$ cat src/rtl/jt6295_mixlp.sv
// rtl/jt6295_mixlp.sv - four-channel ADPCM mixer with 48 kHz resampler and optional IIR low-pass (JT6295_LPF_EN)
module jt6295_mixlp #(
    parameter int LPF_SHIFT = 2
) (
    input  logic               clk,
    input  logic               rst_n,
    input  logic               cen_sr,
    input  logic               cen_sr4,
    input  logic               cen_48k,
    input  logic signed [11:0] ch_snd,
    output logic signed [15:0] mixed,
    output logic               mixed_ok,
    output logic signed [15:0] snd,
    output logic               snd_ok,
    output logic               slot_err
);

    logic signed [13:0] acc_q, acc_d;
    logic        [2:0]  cnt_q, cnt_d;
    logic               armed_q, armed_d;
    logic signed [15:0] mixed_q, mixed_d;
    logic               mixed_ok_q, mixed_ok_d;
    logic               err_q, err_d;
    logic signed [15:0] snd_q, snd_d;
    logic               snd_ok_q, snd_ok_d;
    logic signed [13:0] ch_ext;

    assign ch_ext = {{2{ch_snd[11]}}, ch_snd};

    // Per-period accumulation, latch of the mixed sample and slot-count check
    always_comb begin
        acc_d      = acc_q;
        cnt_d      = cnt_q;
        armed_d    = armed_q;
        mixed_d    = mixed_q;
        mixed_ok_d = 1'b0;
        err_d      = err_q;
        if (cen_sr) begin
            // A slot coinciding with cen_sr opens the new period
            mixed_d    = {acc_q, 2'b00};
            mixed_ok_d = 1'b1;
            armed_d    = 1'b1;
            if (armed_q && cnt_q != 3'd4) begin
                err_d = 1'b1;
            end
            if (cen_sr4) begin
                acc_d = ch_ext;
                cnt_d = 3'd1;
            end else begin
                acc_d = '0;
                cnt_d = 3'd0;
            end
        end else if (cen_sr4) begin
            acc_d = acc_q + ch_ext;
            if (cnt_q != 3'd7) begin
                cnt_d = cnt_q + 3'd1;
            end
        end
    end

`ifdef JT6295_LPF_EN
    // snd_q doubles as the filter state y; the filter reads the pre-update mixed_q
    logic signed [16:0] lpf_diff, lpf_step, lpf_sum;
    logic               lpf_unused;

    always_comb begin
        lpf_diff = {mixed_q[15], mixed_q} - {snd_q[15], snd_q};
        lpf_step = lpf_diff >>> LPF_SHIFT;
        lpf_sum  = {snd_q[15], snd_q} + lpf_step;
        snd_d    = cen_48k ? lpf_sum[15:0] : snd_q;
        snd_ok_d = cen_48k;
    end

    assign lpf_unused = lpf_sum[16];
`else
    logic [2:0] unused_shift;
    assign unused_shift = 3'(LPF_SHIFT);

    // Plain sample-and-hold of the latest mixed sample
    always_comb begin
        snd_d    = cen_48k ? mixed_q : snd_q;
        snd_ok_d = cen_48k;
    end
`endif

    // State registers, cleared asynchronously
    always_ff @(posedge clk or negedge rst_n) begin
        if (!rst_n) begin
            acc_q      <= '0;
            cnt_q      <= '0;
            armed_q    <= 1'b0;
            mixed_q    <= '0;
            mixed_ok_q <= 1'b0;
            err_q      <= 1'b0;
            snd_q      <= '0;
            snd_ok_q   <= 1'b0;
        end else begin
            acc_q      <= acc_d;
            cnt_q      <= cnt_d;
            armed_q    <= armed_d;
            mixed_q    <= mixed_d;
            mixed_ok_q <= mixed_ok_d;
            err_q      <= err_d;
            snd_q      <= snd_d;
            snd_ok_q   <= snd_ok_d;
        end
    end

    assign mixed    = mixed_q;
    assign mixed_ok = mixed_ok_q;
    assign snd      = snd_q;
    assign snd_ok   = snd_ok_q;
    assign slot_err = err_q;

endmodule

$ cat config.mk
export PLATFORM = sky130hd
export DESIGN_NAME = jt6295_mixlp
export DESIGN_NICKNAME = d
export VERILOG_FILES = /design/src/rtl/jt6295_mixlp.sv
export SDC_FILE = /design/constraint.sdc
export NUM_CORES = 1
export LEC_CHECK = 0
export CAP_MARGIN = 20
export CELL_PAD_IN_SITES_DETAIL_PLACEMENT = 1
export CELL_PAD_IN_SITES_GLOBAL_PLACEMENT = 1
export CORE_MARGIN = 1
export CORE_UTILIZATION = 25
export CTS_BUF_LIST = sky130_fd_sc_hd__clkbuf_8
export CTS_CLUSTER_DIAMETER = 200
export DETAILED_ROUTE_END_ITERATION = 8
export GPL_ROUTABILITY_DRIVEN = 0
export HOLD_SLACK_MARGIN = 0.06
export MAX_ROUTING_LAYER = met4
export PLACE_DENSITY = 0.59
export SLEW_MARGIN = 40
export SYNTH_ARGS = -nofsm -noshare
export SYNTH_HDL_FRONTEND = slang
export SYNTH_SLANG_ARGS = --single-unit
export TNS_END_PERCENT = 5
$ cat constraint.sdc
create_clock -name clk -period 2.7 [get_ports clk]
set_clock_uncertainty 0.1 [all_clocks]
set_input_delay 0.675 -clock clk [delete_from_list [all_inputs] [get_ports clk]]
set_output_delay 0.675 -clock clk [all_outputs]
set_load 0.1 [all_outputs]
==> impl_metrics.py <==
metrics = {
    "run_status": {
        "result_of_the_run": "finished, final reports clean",
    },
    "synth": {
        "synth_top_family_by_area": "multiplexers",
        "ys_seq_area_frac": 0.4727,
        "synthDominantCellAreaShare": 0.4727,
        "synth_edf_count": 0,
        "synth_area_mm2": 0.002594,
        "multiplexer_share_of_the_synthesized_area": 0.1563,
        "synth_fa_ha_area_frac": 0.08490,
        "synthTopCellsByArea": "sky130_fd_sc_hd__dfrtp_1 (47%), sky130_fd_sc_hd__mux2_2 (12%), sky130_fd_sc_hd__ha_1 (7.7%), sky130_fd_sc_hd__mux2i_1 (3.5%), sky130_fd_sc_hd__a21oi_1 (3.1%)",
        "yosys_warnings": 0,
        "ys.flop_type": "sky130_fd_sc_hd__dfrtp_1",
        "post_synth_inst_count": 235,
        "yosys.area_share.xor_xnor": 0.02701,
        "simple_gate_share_of_the_synthesized_area": 0.08876,
        "mapped_avg_cell_area_um2": 11.04,
        "synthDominantAreaCellType": "sky130_fd_sc_hd__dfrtp_1",
        "ys_types": 39,
        "ys_async_sr_fraction": 1.000,
        "synth_compound_area_frac": 0.1360,
        "synth_seq_cells": 49,
    },
    "clock_network": {
        "cts.root.buffer_cell": "sky130_fd_sc_hd__clkbuf_8",
        "clock_path_buffers": 2,
        "cts_num_sinks": 49,
        "cts_hold_repair.buffers": 0,
        "clk_latency_ns": 0.30,
        "cts-htree-levels": 2,
        "clk_pin_slew_worst_paths_ns": 0.09,
        "postCtsSetupRepairBufs": 0,
        "cts_resized": 0,
        "tritoncts_buffers": 5,
        "cts_tree": "done",
    },
    "place": {
        "detailed_place_hpwl_um": 4531,
        "placedInstanceArea_mm2": 0.003178,
        "placement.io_buffers": 47,
    },
    "floorplan": {
        "number_of_placement_rows": 36,
        "design.die.area_mm2": 0.01079,
        "ios": 52,
        "fp.coreArea_mm2": 0.009910,
        "initial_core_util": 0.2617,
        "die_w_um": 103.9,
        "die_height_um": 103.9,
    },
    "critical_path": {
        "cp_top_family": "compound AO/OA/AOI/OAI gates",
        "required_time_at_the_endpoint_of_the_critical_path_ns": 2.80,
        "worst-setup-path-type": "in -> reg",
        "worst_setup_path_end_kind": "register",
        "crit_fanout": 3,
        "cp_common_cell": "sky130_fd_sc_hd__a21oi_2",
        "startpoint_type": "input port",
        "cp_num_buf_inv": 1,
        "crit_path_max_incr_delay_ns": 0.44,
        "cp_data_arrival_time_ns": 2.65,
        "crit_slowest_cell": "sky130_fd_sc_hd__clkdlybuf4s50_1",
        "crit_path_cell_trace": "clkdlybuf4s50_1 -> ha_1 -> fa_1 -> a21oi_2 -> o211ai_2 -> a21oi_2 -> o21ai_2 -> xnor2_1 -> o21ai_1",
    },
    "run": {
        "drv.max_cap_violation_count": 0,
    },
    "timing": {
        "hold_viol": 0,
        "timing.slew.headroom": 0.6637,
        "final.min_clock_period_ns": 2.547,
        "final.period_utilization": 0.9434,
        "grt_setup_unrepaired": "no",
        "timing.final.max_slew_violations": 0,
        "finalSetupViolations": 0,
        "finalHoldWorstSlack_ns": 0.2250,
        "setup_total_negative_slack_ns": 0,
        "max_freq_mhz": 392.6,
        "max_slew.worst_pin.slew_ns": 0.5044,
    },
    "cells_and_area": {
        "layout-drive-gt1-share": 0.2976,
        "layout_common_cells": "sky130_fd_sc_hd__dfrtp_1 (49), sky130_fd_sc_hd__buf_4 (37), sky130_fd_sc_hd__mux2_2 (28)",
        "antennaDiodeCount": 0,
        "layout.nets": 322,
        "post-route-util": 0.3299,
        "finish.instance_area_mm2": 0.003269,
        "areaGrowthSynthToFinish_pct": 26.05,
        "layout.cells.most_common": "sky130_fd_sc_hd__dfrtp_1",
        "fillCellCount": 1129,
    },
    "grt": {
        "grt_pass1_vias": 1919,
        "first_pass_grt_wire_length_um": 10140,
        "antenna_found_initial": 0,
        "globalRouteOverflowTotal": 0,
        "global_route_usage_over_all_layers": 0.1213,
        "grt_start_max_net_pins": 40,
    },
    "routing": {
        "total_detailed_routing_wirelength_um": 5870,
        "route.antenna.remaining_nets": 0,
        "via_count_of_the_routed_design": 1897,
        "drt_first_iter_violations": 70,
        "vias_per_cell": 4.495,
        "drcViolationCount": 0,
        "drt_pass1_iterations": 4,
        "wire_per_inst_um": 13.91,
    },
    "power": {
        "power_leakage_nw": 1.497,
        "powerDensity_mw_per_mm2": 934.0,
        "vdd.ir_drop.worst_v": 0.0005377,
    },
    "hold_path": {
        "holdCritPathClass": "in -> async",
    },
}
[metrics by stage]
step | setup slack (ns) | power, mW | instances
floorplan | 0.3937 | 2.267 | 238
global placement | -0.1638 | 2.629 | 414
detailed placement | -0.2027 | 2.652 | 414
CTS | 0.1276 | 3.096 | 422
global route | 0.003745 | 3.222 | 422
finish | 0.1529 | 3.053 | 422
[where the power goes]
group | internal (mW) | switching (mW) | total, mW
combinational | 0.442 | 1.17 | 1.61
sequential | 0.887 | 0.122 | 1.01
clock | 0.182 | 0.253 | 0.435
[final cells by class]
type,instances,area (um2),area share
clock inverters,3,22.52,0.006889
inverters,5,18.77,0.005741
multi-input cells,172,1294,0.3957
well taps,133,166.4,0.05090
repair buffers,55,473.0,0.1447
clock buffers,5,68.82,0.02105
flip-flops and latches,49,1226,0.3750
[synth_stat cells, types with 2 or more instances]
| master | number |
|---|---|
| sky130_fd_sc_hd__nor2_1 | 11 |
| sky130_fd_sc_hd__inv_1 | 5 |
| sky130_fd_sc_hd__mux2i_1 | 9 |
| sky130_fd_sc_hd__clkbuf_1 | 3 |
| sky130_fd_sc_hd__o21ai_0 | 13 |
| sky130_fd_sc_hd__nor3_1 | 2 |
| sky130_fd_sc_hd__nand2_1 | 21 |
| sky130_fd_sc_hd__dfrtp_1 | 49 |
| sky130_fd_sc_hd__a22oi_1 | 3 |
| sky130_fd_sc_hd__a21o_1 | 2 |
| sky130_fd_sc_hd__o21bai_1 | 2 |
| sky130_fd_sc_hd__nand3_1 | 5 |
| sky130_fd_sc_hd__xnor2_1 | 7 |
| sky130_fd_sc_hd__buf_2 | 5 |
| sky130_fd_sc_hd__o21ai_2 | 2 |
| sky130_fd_sc_hd__buf_4 | 4 |
| sky130_fd_sc_hd__mux2_2 | 28 |
| sky130_fd_sc_hd__ha_1 | 16 |
| sky130_fd_sc_hd__a21oi_2 | 2 |
| sky130_fd_sc_hd__nand2b_1 | 2 |
| sky130_fd_sc_hd__nand3b_1 | 2 |
| sky130_fd_sc_hd__o21ai_1 | 8 |
| sky130_fd_sc_hd__a21oi_1 | 16 |
| sky130_fd_sc_hd__and2_1 | 3 |
[cells by family after synthesis]
logic type | Yosys count
flip-flops | 49
adder cells (fa/ha/maj) | 17
AND/OR/NAND/NOR | 50
buffers and inverters | 17
XOR/XNOR | 8
AO/OA/AOI/OAI | 56
other | 1
multiplexers | 37
[path summary, 6_finish.rpt]
kind                            startpoint         to  slack (ns)  cells after the start
worst max-delay path             ch_snd[0]  acc_q[12]        0.15                      9
min in group clk                   armed_q    armed_q        0.39                      1
worst max register to register    acc_q[0]  acc_q[12]        0.57                      8
worst min register to register     armed_q    armed_q        0.39                      1
max in group asynchronous            rst_n    snd[10]        1.74                      2
worst min-delay path                 rst_n   acc_q[2]        0.22                      1
[per-layer routing]
metal | GRT usage | share of wire
met1 | 0.1624 | 0.50
met5 | - | 0
met2 | 0.1819 | 0.46
met4 | 0.04898 | 0.017
met3 | 0.02068 | 0.026
[registers in the layout, summed over array words and instances, names as in the netlist]
name	count
acc_q	14
cnt_q	3
mixed	14
snd_ok	1
armed_q	1
snd	14
slot_err	1
mixed_ok	1
(Power assumes the default switching activity.)
